<file path="config.mk">
export PLATFORM = sky130hd
export DESIGN_NAME = input_arbiter
export DESIGN_NICKNAME = d
export VERILOG_FILES = /design/src/rtl/switch_pkg.sv /design/src/rtl/rr_pick.sv /design/src/rtl/input_arbiter.sv
export SDC_FILE = /design/constraint.sdc
export NUM_CORES = 1
export LEC_CHECK = 0
export BUFFER_PORTS_ARGS = -buffer_cell sky130_fd_sc_hd__buf_4
export CORE_ASPECT_RATIO = 1.1
export CORE_UTILIZATION = 30
export CTS_BUF_LIST = sky130_fd_sc_hd__clkbuf_2 sky130_fd_sc_hd__clkbuf_4 sky130_fd_sc_hd__clkbuf_8
export DETAILED_ROUTE_END_ITERATION = 8
export HOLD_SLACK_MARGIN = 0.15
export REMOVE_ABC_BUFFERS = 1
export SYNTH_ARGS = -nofsm -noshare
export SYNTH_HDL_FRONTEND = slang
export SYNTH_SLANG_ARGS = --single-unit
</file>
<file path="constraint.sdc">
create_clock -name clk -period 7 [get_ports clk]
set_input_delay 1.4 -clock clk [delete_from_list [all_inputs] [get_ports clk]]
set_output_delay 1.4 -clock clk [all_outputs]
set_load 0.01 [all_outputs]
</file>
<file path="src/rtl/switch_pkg.sv">
// switch_pkg -- constants and helpers shared by the switch datapath and
// its input arbiters.
//
// Contents:
//   clog2      ceiling log2 of a positive integer (clog2(1) = 0)
//   ptr_width  width of an index into n items, never less than 1 bit
//   bus_size   flit width: payload + destination address + 1 flag bit
package switch_pkg;

  function automatic int clog2(input int value);
    int result;
    int span;
    result = 0;
    span   = 1;
    while (span < value) begin
      span   = span * 2;
      result = result + 1;
    end
    return result;
  endfunction

  // A one-item index still needs a real bit so that port declarations
  // never collapse to a zero-width vector.
  function automatic int ptr_width(input int count);
    return (clog2(count) > 0) ? clog2(count) : 1;
  endfunction

  function automatic int bus_size(input int data_size, input int addr_size);
    return data_size + addr_size + 1;
  endfunction

endpackage

</file>
<file path="src/rtl/rr_pick.sv">
// rr_pick -- combinational round-robin selector.
//
// Searches the eligible mask upward from ptr, wrapping modulo N, and
// returns the first set bit as a one-hot grant.
//
// Ports:
//   eligible  in   N      request mask already filtered by the caller
//   ptr       in   PTR_W  highest-priority index for this cycle
//   grant     out  N      one-hot winner (all zero when nothing eligible)
//   valid     out  1      high when grant is non-zero
module rr_pick #(
  parameter int N     = 5,
  parameter int PTR_W = 3
) (
  input  logic [N-1:0]     eligible,
  input  logic [PTR_W-1:0] ptr,
  output logic [N-1:0]     grant,
  output logic             valid
);

  always_comb begin
    int  idx;
    logic found;
    grant = '0;
    found = 1'b0;
    idx   = 0;
    for (int off = 0; off < N; off++) begin
      idx = (int'(ptr) + off) % N;
      if (!found && eligible[idx]) begin
        grant[idx] = 1'b1;
        found      = 1'b1;
      end
    end
    valid = found;
  end

endmodule

</file>
<file path="src/rtl/input_arbiter.sv">
// input_arbiter -- round-robin arbiter feeding one switch output queue.
//
// PORTS_NUM+1 requesters (mesh ports plus the local port) compete for a
// downstream queue of 2**MEM_LOG2 flits. A credit counter (occupancy)
// tracks flits queued plus flits granted but not yet popped, so no grant
// is issued once the queue could be full.
//
// Ports:
//   clk          in   1                       rising-edge clock
//   a_rst        in   1                       synchronous reset, active-low
//   wr_ready_in  in   PORTS_NUM+1             per-port valid flit
//   data_i       in   BUS_SIZE*(PORTS_NUM+1)  per-port flits, port i at [i*BUS_SIZE +: BUS_SIZE]
//   mem_readed   in   1                       one flit popped from the queue
//   r_ready_out  out  PORTS_NUM+1             one-hot acknowledge to the winner
//   wr_req       out  1                       queue write strobe
//   data_o       out  BUS_SIZE                flit written to the queue
//   occupancy    out  MEM_LOG2+1              credit count
module input_arbiter
  import switch_pkg::*;
#(
  parameter  int DATA_SIZE = 32,
  parameter  int ADDR_SIZE = 4,
  parameter  int PORTS_NUM = 4,
  parameter  int MEM_LOG2  = 5,
  localparam int BUS_SIZE  = bus_size(DATA_SIZE, ADDR_SIZE)
) (
  input  logic                              clk,
  input  logic                              a_rst,
  input  logic [PORTS_NUM:0]                wr_ready_in,
  input  logic [BUS_SIZE*(PORTS_NUM+1)-1:0] data_i,
  input  logic                              mem_readed,
  output logic [PORTS_NUM:0]                r_ready_out,
  output logic                              wr_req,
  output logic [BUS_SIZE-1:0]               data_o,
  output logic [MEM_LOG2:0]                 occupancy
);

  localparam int N     = PORTS_NUM + 1;
  localparam int PTR_W = ptr_width(N);
  localparam int DEPTH = 1 << MEM_LOG2;

  localparam logic [MEM_LOG2:0] DEPTH_V = DEPTH[MEM_LOG2:0];
  localparam logic [MEM_LOG2:0] OCC_ONE = {{MEM_LOG2{1'b0}}, 1'b1};

  logic [PTR_W-1:0]    rr_ptr;
  logic [PTR_W-1:0]    ptr_next;
  logic [N-1:0]        eligible;
  logic [N-1:0]        pick;
  logic                pick_valid;
  logic                grant_ok;
  logic                pop_ok;
  logic [BUS_SIZE-1:0] win_data;

  // The port acknowledged this cycle is advancing its flit on this edge,
  // so its request line still shows the old flit and must be ignored.
  assign eligible = wr_ready_in & ~r_ready_out;

  rr_pick #(
    .N     (N),
    .PTR_W (PTR_W)
  ) u_pick (
    .eligible (eligible),
    .ptr      (rr_ptr),
    .grant    (pick),
    .valid    (pick_valid)
  );

  assign grant_ok = pick_valid && (occupancy < DEPTH_V);

  // A pop with no credits outstanding is a stray pulse and is dropped so
  // the counter cannot wrap below zero.
  assign pop_ok = mem_readed && (occupancy != '0);

  always_comb begin
    win_data = '0;
    ptr_next = rr_ptr;
    for (int i = 0; i < N; i++) begin
      if (pick[i]) begin
        win_data = data_i[i*BUS_SIZE +: BUS_SIZE];
        ptr_next = (i == N - 1) ? '0 : PTR_W'(i + 1);
      end
    end
  end

  always_ff @(posedge clk) begin
    if (!a_rst) begin
      r_ready_out <= '0;
      wr_req      <= 1'b0;
      data_o      <= '0;
      occupancy   <= '0;
      rr_ptr      <= '0;
    end else begin
      if (grant_ok) begin
        r_ready_out <= pick;
        wr_req      <= 1'b1;
        data_o      <= win_data;
        rr_ptr      <= ptr_next;
      end else begin
        r_ready_out <= '0;
        wr_req      <= 1'b0;
      end

      if (grant_ok && !pop_ok) begin
        occupancy <= occupancy + OCC_ONE;
      end else if (!grant_ok && pop_ok) begin
        occupancy <= occupancy - OCC_ONE;
      end
    end
  end

endmodule

</file>
==> impl_results.md, run 1 <==
- Commonest non-fill, non-tap cell in the layout: buf_4
- Fmax achieved: 0.158 GHz
- Antenna cells: 0
- Clk slew on worst S/H paths: 100 ps
- Dpl hpwl: 17,200 um
- Vias per cell: 5.59
- Synthesis-stage register bit count: 52
- Pwr Density: 438 mW/mm^2
- Vias in the first global route: slightly above 6,000
- Setup violators final: 0
- 1st-iter DRT viols: 404
- Die area: 0.0182 sq mm
- Initial antenna violation count: 0
- Max_cap viols: 0
- Share of cells above drive strength 1: 0.325
- Startpoint Class: flop
- FFs w/ async S/R, synth: 0
- Crit end category: flop
- Global Route Usage Sum: 0.239
- Post-Route Skew: 14.3 ps
- Core area: between 0.015 and 0.02 sq mm
- Most used DFF post-synth: dfxtp_1
- Wire per inst: 19.4 um
- Hold Slack: 504 ps
- Post-synth EDFFs: 0
- H-tree Lvls: 2
- Initial Utilization: 0.308
- Switching Share: 0.519
- Syn avg cell area: 7.64 sq um
- First-pass GRT wire length: 33,500 um
- Worst slew pin tran: approximately 730 ps
- Hold path startpoint: data_o[32]
- Slowest CP cell: ha_1
- Crit Reg-Reg Endpoint: occupancy[5]
- Post-synthesis cell type count: 79
- Skew-Pair Late Insertion Delay: 320 ps
- Unrepaired setup endpoints after global routing: false
- Post-CTS sizing: 0
- FF-to-FF Start: rr_ptr[0]
- Sequential-to-total area share from yosys stat: 0.197
- Final ANT Viol Nets: 0
- CTS Sinks: 52
- Die width: 129 um
- Vias: 6,352
- Final Max Tran Viols: 0
- Arrival @ worst endpoint: 6590 ps
- Sw Pwr: 1.67 mW
- Total Power: approximately 3.2 mW
- # rows: 50
- Largest net degree at the start of global routing: 83
- DRC errors left: 0
- Worst min path class: reg -> reg
- CTS buffer count: 5
- Pleak: 3.19 nW
- Max incr delay on CP: 470 ps
- Worst Hold Depth: 2
- Setup Total Neg Slack: 0 ps
- Final Net Count: 1,128
- Setup WS post-layout: around 660 ps
- Cells after synthesis: 692
- GR Overflow Total: 0
- Hold Buf Count CTS: 0
- Worst R2R Setup Slack: between 600 and 700 ps
- Clock share of power: 0.060
- GPL Wtd Cong: 0.928
- Crit path max fanout: 10
- YS warnings: 0
- Most Frequent Cell on Critical Path: ha_1
- Hold EP: data_o[32]
- Flop pwr share: 0.150
- Final hold viol count: 0
- Logic pwr share: 0.791
- Post-DP Area: 0.00725 sq mm
- Place WS: 725 ps
- Setup CP Type: reg -> reg
- Worst R2R Path Depth: 28
- Layout area overhead: 38.8%
- Final wirelength: approximately 22,000 um
- Most frequent cells in the layout: buf_4 (257), nand2_1 (64), o21ai_0 (59), dfxtp_1 (52), a31oi_1 (43)
- Status: complete, no violations
- Bufs on Longest Clock Path: 2
- Mapped Area: 0.00529 sq mm
- Final Instance Area: between 0.007 and 0.008 sq mm
- Die height: 141 um
- WP data required: 7250 ps
- CTS tree: done
- First-pass detailed-route iteration total: 5
- Minimum clock period: 6340 ps
- Final worst path period share: 0.906
- Postcts setup bufs: 0
- Root Buffer: clkbuf_8
- Port Buffer Count: between 200 and 250
- Pint: 1.55 mW
- CP startpoint: rr_ptr[0]
- Io pins: 242
- Worst vdd ir: 0.000198 V
- Worst slew margin: 0.514
-- through the flow --
stage	instances	util
finish	1136	0.428
global route	1136	0.428
CTS	1136	0.428
detailed placement	1129	0.423
global placement	1129	0.423
floorplan	638	-
-- registers in the layout (all words and copies together), names as in the netlist --
register     cells
data_o          37
occupancy        6
r_ready_out      5
rr_ptr           3
wr_req           1
-- synth_stat cells, types with 3 or more instances --
master     number  area, sq um
o21bai_1        3         22.5
nor2b_1        11         68.8
o221ai_1        7         61.3
nand3_1        15         75.1
buf_4          10         75.1
clkinv_1        3         11.3
o21ai_0        59          295
ha_1           32          400
o211ai_1        4         30.0
nor3_1         17         85.1
or3_1           9         56.3
clkbuf_1       20         75.1
xor2_1          4         35.0
a21oi_1        29          145
nor2_1         33          124
or4_1           4         30.0
nand2_1        64          240
a22o_1         38          333
a31oi_1        43          269
o21ai_1         4         20.0
o22ai_1         4         25.0
o21a_1          4         30.0
a22oi_1         6         45.0
mux2i_1         8         80.1
and3_1          6         37.5
a21o_1          8         60.1
buf_2          22          110
nand2b_1       15         93.8
dfxtp_1        52         1040
xnor2_1         7         61.3
and2_1          7         43.8
inv_1          20         75.1
nand3b_1        3         22.5
nand4_1        11         68.8
a2111oi_0       3         26.3
o31ai_1         7         52.6
a211o_1         5         43.8
a221oi_1       39          342
-- cell type report --
cell class | count | area, sq um
repair buffers | 257 | 1930
fillers | 1845 | 9800
multi-input cells | 561 | 3890
well taps | 234 | 293
flip-flops and latches | 52 | 1040
clock inverters | 1 | 8.76
inverters | 25 | 93.8
clock buffers | 6 | 82.6
-- cell families after synthesis --
family	after synthesis	synth area share
buf+inv	79	0.0712
compound gates	291	0.398
simple gates	215	0.212
fa+ha+maj	33	0.0795
xor+xnor	12	0.0213
flops	52	0.197
mux	10	0.0215
-- critical path, delay by kind of cell (launching register included) --
| kind | cells | cell delay, ps |
|---|---|---|
| XOR/XNOR | 1 | 100 |
| AO/OA/AOI/OAI | 9 | 1690 |
| buffers and inverters | 5 | 610 |
| adder cells (fa/ha/maj) | 6 | 1870 |
| AND/OR/NAND/NOR | 7 | 1650 |
| flip-flops | 1 | 320 |
-- worst max-delay path by stage --
stage / end / slack [ps]
final: occupancy[5] / 660
after global routing: occupancy[5] / 150
after detailed placement: occupancy[5] / 720
after CTS: occupancy[5] / 670
after global placement: occupancy[5] / 800
after floorplan: occupancy[5] / -2650
-- power groups by stage --
stage	Sequential [mW]	Clock (mW)	Combinational, mW
floorplan	0.538	0	1.67
global route	0.494	0.206	2.80
detailed placement	0.486	0	2.54
finish	0.482	0.192	2.54
CTS	0.480	0.196	2.55
global placement	0.485	0	2.54
-- routing by layer --
metal,up-vias,track usage,share of wire
met4,0,0.0755,0.028
met5,-,0,0
met1,2933,0.287,0.39
met3,33,0.0653,0.094
li1,3102,-,-
met2,284,0.409,0.49
Power figures use the tool's default switching activity.
==> inputs of run 2 (changes only) <==
- GPL_TIMING_DRIVEN: not set -> 0
- PLACE_DENSITY_LB_ADDON: not set -> 0.15
==> run 2 against run 1 <==
Effect of this change:
- final area grew 0.31%
- combinational power about the same
- die area stayed put
- utilization grew 0.13 points
- worst hold slack got worse by 10 ps
- non-clock buffer count down 11
- worst setup slack got worse by 310 ps
==> impl_results.md, run 2 (synthesized netlist as in run 1, its figures left out) <==
- Status: complete, no violations
- Worst min path class: reg -> reg
- Vias per cell: 5.51
- GR Overflow Total: 0
- Fmax achieved: 0.150 GHz
- Vias: 6,208
- Bufs on Longest Clock Path: 2
- Startpoint Class: flop
- Antenna cells: 0
- Final cell count without fillers: around 1,100
- Die area: 0.0182 sq mm
- Post-Route Skew: 4.81 ps
- Worst slew pin tran: 936 ps
- Layout area overhead: 39.2%
- Final wirelength: 21,500 um
- Worst Hold Depth: 2
- Placed cell count: 1,116
- Final Net Count: 1,117
- FF-to-FF Start: rr_ptr[0]
- Initial Utilization: 0.308
- Port Buffer Count: 241
- Worst vdd ir: 0.000238 V
- Die height: 141 um
- Most flop-heavy register: data_o
- Setup violators final: 0
- Max reg flops: 37
- Commonest non-fill, non-tap cell in the layout: buf_4
- Core area: approximately 0.017 sq mm
- Fillers: 1,851
- Final worst path period share: 0.951
- Slowest CP cell: dfxtp_4
- CTS buffer count: 5
- GPL Wtd Cong: 0.865
- Arrival @ worst endpoint: 6900 ps
- Root Buffer: clkbuf_8
- Hold Buf Count CTS: 0
- Max_cap viols: 0
- First-pass detailed-route iteration total: 5
- Crit end category: flop
- Dpl hpwl: between 15,000 and 20,000 um
- Global Route Usage Sum: 0.228
- Biggest regs: data_o: 37 flops, occupancy: 6 flops, r_ready_out: 5 flops
- Crit Reg-Reg Endpoint: occupancy[5]
- Unrepaired setup endpoints after global routing: false
- Final ANT Viol Nets: 0
- Worst R2R Setup Slack: 350 ps
- Hold path startpoint: data_o[32]
- Hold EP: data_o[32]
- CTS tree: done
- Clk slew on worst S/H paths: 100 ps
- Io pins: 242
- Skew-Pair Late Insertion Delay: a little over 300 ps
- Minimum clock period: about 6700 ps
- Total Power: 3.25 mW
- Crit path max fanout: 28
- Most Frequent Cell on Critical Path: ha_1
- Largest net degree at the start of global routing: 43
- Die width: between 100 and 150 um
- DRC errors left: 0
- Final hold viol count: 0
- 1st-iter DRT viols: 383
- Max incr delay on CP: between 500 and 600 ps
- Vias in the first global route: 5,782
- Wire per inst: 19.1 um
- Worst slew margin: 0.375
- Share of cells above drive strength 1: 0.328
- Worst R2R Path Depth: 27
- Initial antenna violation count: 0
- WP data required: 7250 ps
- Setup CP Type: reg -> reg
- Most frequent cells in the layout: buf_4 (242), nand2_1 (64), o21ai_0 (59), dfxtp_1 (50), a31oi_1 (43)
- Pleak: 3.16 nW
- # rows: 50
- CTS Sinks: 52
- H-tree Lvls: 2
- Final Max Tran Viols: 0
- Pwr Density: about 440 mW/mm^2
- First-pass GRT wire length: 31,800 um
-- run 2: per-layer routing --
| metal | vias up | routed length, um | global-route usage |
|---|---|---|---|
| li1 | 3072 | - | - |
| met1 | 2914 | 8670 | 0.270 |
| met2 | 200 | 11000 | 0.410 |
| met3 | 22 | 1480 | 0.0509 |
| met4 | 0 | 395 | 0.0582 |
| met5 | - | 0 | 0 |
-- run 2: cell type report --
class	count	area (sq um)	share of cell area
inverters	25	103	0.0139
clock buffers	8	97.6	0.0133
repair buffers	246	1900	0.258
well taps	234	293	0.0398
multi-input cells	561	3920	0.533
flip-flops and latches	52	1050	0.142
-- run 2: through the flow --
| step | instance area [sq um] | hold slack, ps | setup TNS, ps | utilization | setup slack (ps) |
|---|---|---|---|---|---|
| floorplan | 5000 | 504 | -61370 | - | -2650 |
| global placement | 7110 | 478 | -242280 | 0.415 | -6170 |
| detailed placement | 7200 | 481 | -27100 | 0.420 | -1270 |
| CTS | 7330 | 495 | 0 | 0.428 | 149 |
| global route | 7360 | 540 | 0 | 0.429 | 53.7 |
| finish | 7360 | 494 | 0 | 0.429 | 346 |
-- run 2: worst max path at each step --
stage,from,endpoint,cells after the start
2_1_floorplan,rr_ptr[0],occupancy[5],26
3_3_place_gp,rr_ptr[0],occupancy[5],26
3_5_place_dp,rr_ptr[1],occupancy[5],26
4_1_cts,rr_ptr[0],occupancy[5],29
5_1_grt,rr_ptr[0],occupancy[5],29
6_report,rr_ptr[0],occupancy[5],27
-- run 2: critical path: cells and delay by family, from the launching register on --
kind | cells | cell delay [ps]
AOI/OAI and AO/OA | 9 | 1800
xor gates and xnor gates | 1 | 90
adders and majority gates | 5 | 1650
buffers and inverters | 5 | 830
DFF | 1 | 520
and+or+nand+nor | 7 | 1670
-- run 2: what timing repair did --
item | 4_1_cts | 5_1_grt
pin swaps | 1 | 0
buffers inserted | 1 | 1
gates resized for setup | 7 | 5
endpoints found under the setup margin | 52 | 1
-- run 2: power breakdown --
group	switching, mW	internal (mW)	leakage [nW]	total, mW
Combinational	1.47	1.08	2.67	2.55
Sequential	0.0941	0.412	0.432	0.506
Clock	0.107	0.0889	0.0523	0.196
==> inputs of run 3 (changes only) <==
- BUFFER_PORTS_ARGS: -buffer_cell sky130_fd_sc_hd__buf_4 -> not set
- DONT_BUFFER_PORTS: not set -> 1
==> run 3 against run 2 <==
Effect of this change:
- first-iteration DRC count increased by 20%
- power decreased by 2.6%
- sequential cell count unchanged
- register-to-register slack improved by 70 ps
- sequential power is 15% higher
- non-clock buffer count shrank 240
- highest routed layer unchanged
==> impl_results.md, run 3 (synthesized netlist as in run 1, its figures left out) <==
- Status: complete, no violations
- Placed cell count: 874
- Dpl hpwl: 15,300 um
- Max reg flops: 37
- DRC errors left: 0
- Largest net degree at the start of global routing: 43
- Startpoint Class: flop
- Layout area overhead: 6.79%
- Io pins: about 240
- WP data required: between 7000 and 8000 ps
- CTS buffer count: 5
- Worst slew margin: 0.407
- Biggest regs: data_o: 37 flops, occupancy: 6 flops, r_ready_out: 5 flops
- CTS Sinks: between 50 and 60
- Setup Total Neg Slack: 0 ps
- Max incr delay on CP: about 460 ps
- Max_cap viols: 0
- H-tree Lvls: 2
- Worst min path class: reg -> reg
- Fillers: about 1,800
- Worst vdd ir: 0.000181 V
- Core area: 0.0171 sq mm
- Critical path depth: 29
- Vias per cell: 6.27
- Global Route Usage Sum: 0.222
- Most frequent cells in the layout: nand2_1 (64), o21ai_0 (59), dfxtp_1 (49), a31oi_1 (43), a221oi_1 (39)
- Share of cells above drive strength 1: 0.0888
- Total Power: 3.17 mW
- # rows: 50
- First-pass detailed-route iteration total: 5
- Worst slew pin tran: 889 ps
- Vias in the first global route: ~5,300
- Setup CP Type: reg -> reg
- Fmax achieved: 0.152 GHz
- Crit path max-delay family: compound AO/OA/AOI/OAI gates
- Most Used Layer, Global Route: met2
- Final worst path period share: 0.940
- Final hold viol count: 0
- Final cell count without fillers: about 900
- 1st-iter DRT viols: 461
- Final Net Count: 878
- Bufs on Longest Clock Path: 2
- Critical path buffers and inverters: 6
- Port Buffer Count: 0
- Minimum clock period: 6580 ps
- Setup violators final: 0
- Slowest CP cell: dfxtp_4
- Final Max Tran Viols: 0
- Hold Buf Count CTS: 0
- Sequential Area: 0.00105 sq mm
- Skew-Pair Late Insertion Delay: between 300 and 400 ps
- Worst R2R Path Depth: 29
- Hold Slack: 543 ps
- Final Core Density: 0.329
- First-pass GRT wire length: ~31,000 um
- Pwr Density: 561 mW/mm^2
- Die height: around 140 um
- GPL Wtd Cong: 0.863
- Commonest non-fill, non-tap cell in the layout: nand2_1
- Die area: 0.0182 sq mm
- GR Overflow Total: 0
- Wire per inst: between 20 and 25 um
- Pleak: 2.01 nW
- Met1 Use GR: 0.259
- Post-Route Skew: 19.5 ps
- Worst Hold Depth: 2
- Initial antenna violation count: 0
- Crit end category: flop
- Clk slew on worst S/H paths: 90 ps
- Die width: 129 um
- Met3 usage: 0.0486
- Initial Utilization: 0.308
- GR Util met2: 0.395
- Arrival @ worst endpoint: between 6000 and 7000 ps
- Crit path max fanout: 28
- Root Buffer: clkbuf_8
- Area of the multi-input gates: 0.00396 sq mm
- Final ANT Viol Nets: 0
- CTS tree: done
- Final wirelength: 21,100 um
- Most flop-heavy register: data_o
- Vias: 5,565
- Unrepaired setup endpoints after global routing: false
==> run 3: cell count changes in the layout (fill, tap and decap cells not counted), moves of 2 or more <==
cell,change
buf_4,-240
buf_12,-2
buf_16,+2
clkbuf_4,-2
==> run 3: worst paths after layout <==
kind / start / end / slack (ps)
max: rr_ptr[1] / occupancy[5] / 420
min: data_o[32] / data_o[32] / 540
max reg2reg: rr_ptr[1] / occupancy[5] / 420
min reg2reg: data_o[32] / data_o[32] / 540
==> run 3: layout make-up <==
cell class | count | area share
Antenna cell | 1 | 0.000443
Multi-Input combinational cell | 562 | 0.701
Clock buffer | 7 | 0.0171
Sequential cell | 52 | 0.186
Timing Repair Buffer | 6 | 0.0199
Clock inverter | 1 | 0.00532
Inverter | 25 | 0.0184
Tap cell | 234 | 0.0519
==> run 3: worst min-delay path: stages, from the launching register on <==
cell	delay [ps]
dfxtp_1	350
nand2b_1	80
a31oi_1	70
==> run 3: through the flow <==
stage          cell area (sq um)  worst slack, ps
2_1_floorplan               5000            -2650
3_3_place_gp                5300            -5870
3_5_place_dp                5380            -1740
4_1_cts                     5590             72.1
5_1_grt                     5640             24.7
6_report                    5650              420
==> run 3: repair_timing <==
item | in CTS | in global routing
cloned | 1 | 0
endpoints found under the setup margin | 52 | 2
gates resized for setup | 10 | 9
pin swaps | 1 | 1
buffers inserted | 2 | 2
==> run 3: per-layer routing <==
metal | wire length (um) | part of all wire
met5 | 0 | 0
met4 | 673 | 0.032
met3 | 1560 | 0.074
met2 | 10600 | 0.50
met1 | 8220 | 0.39
==> run 3: power by group <==
part / switching, mW / internal [mW]
Clock: 0.108 / 0.126
Sequential: 0.169 / 0.413
Combinational: 1.41 / 0.938
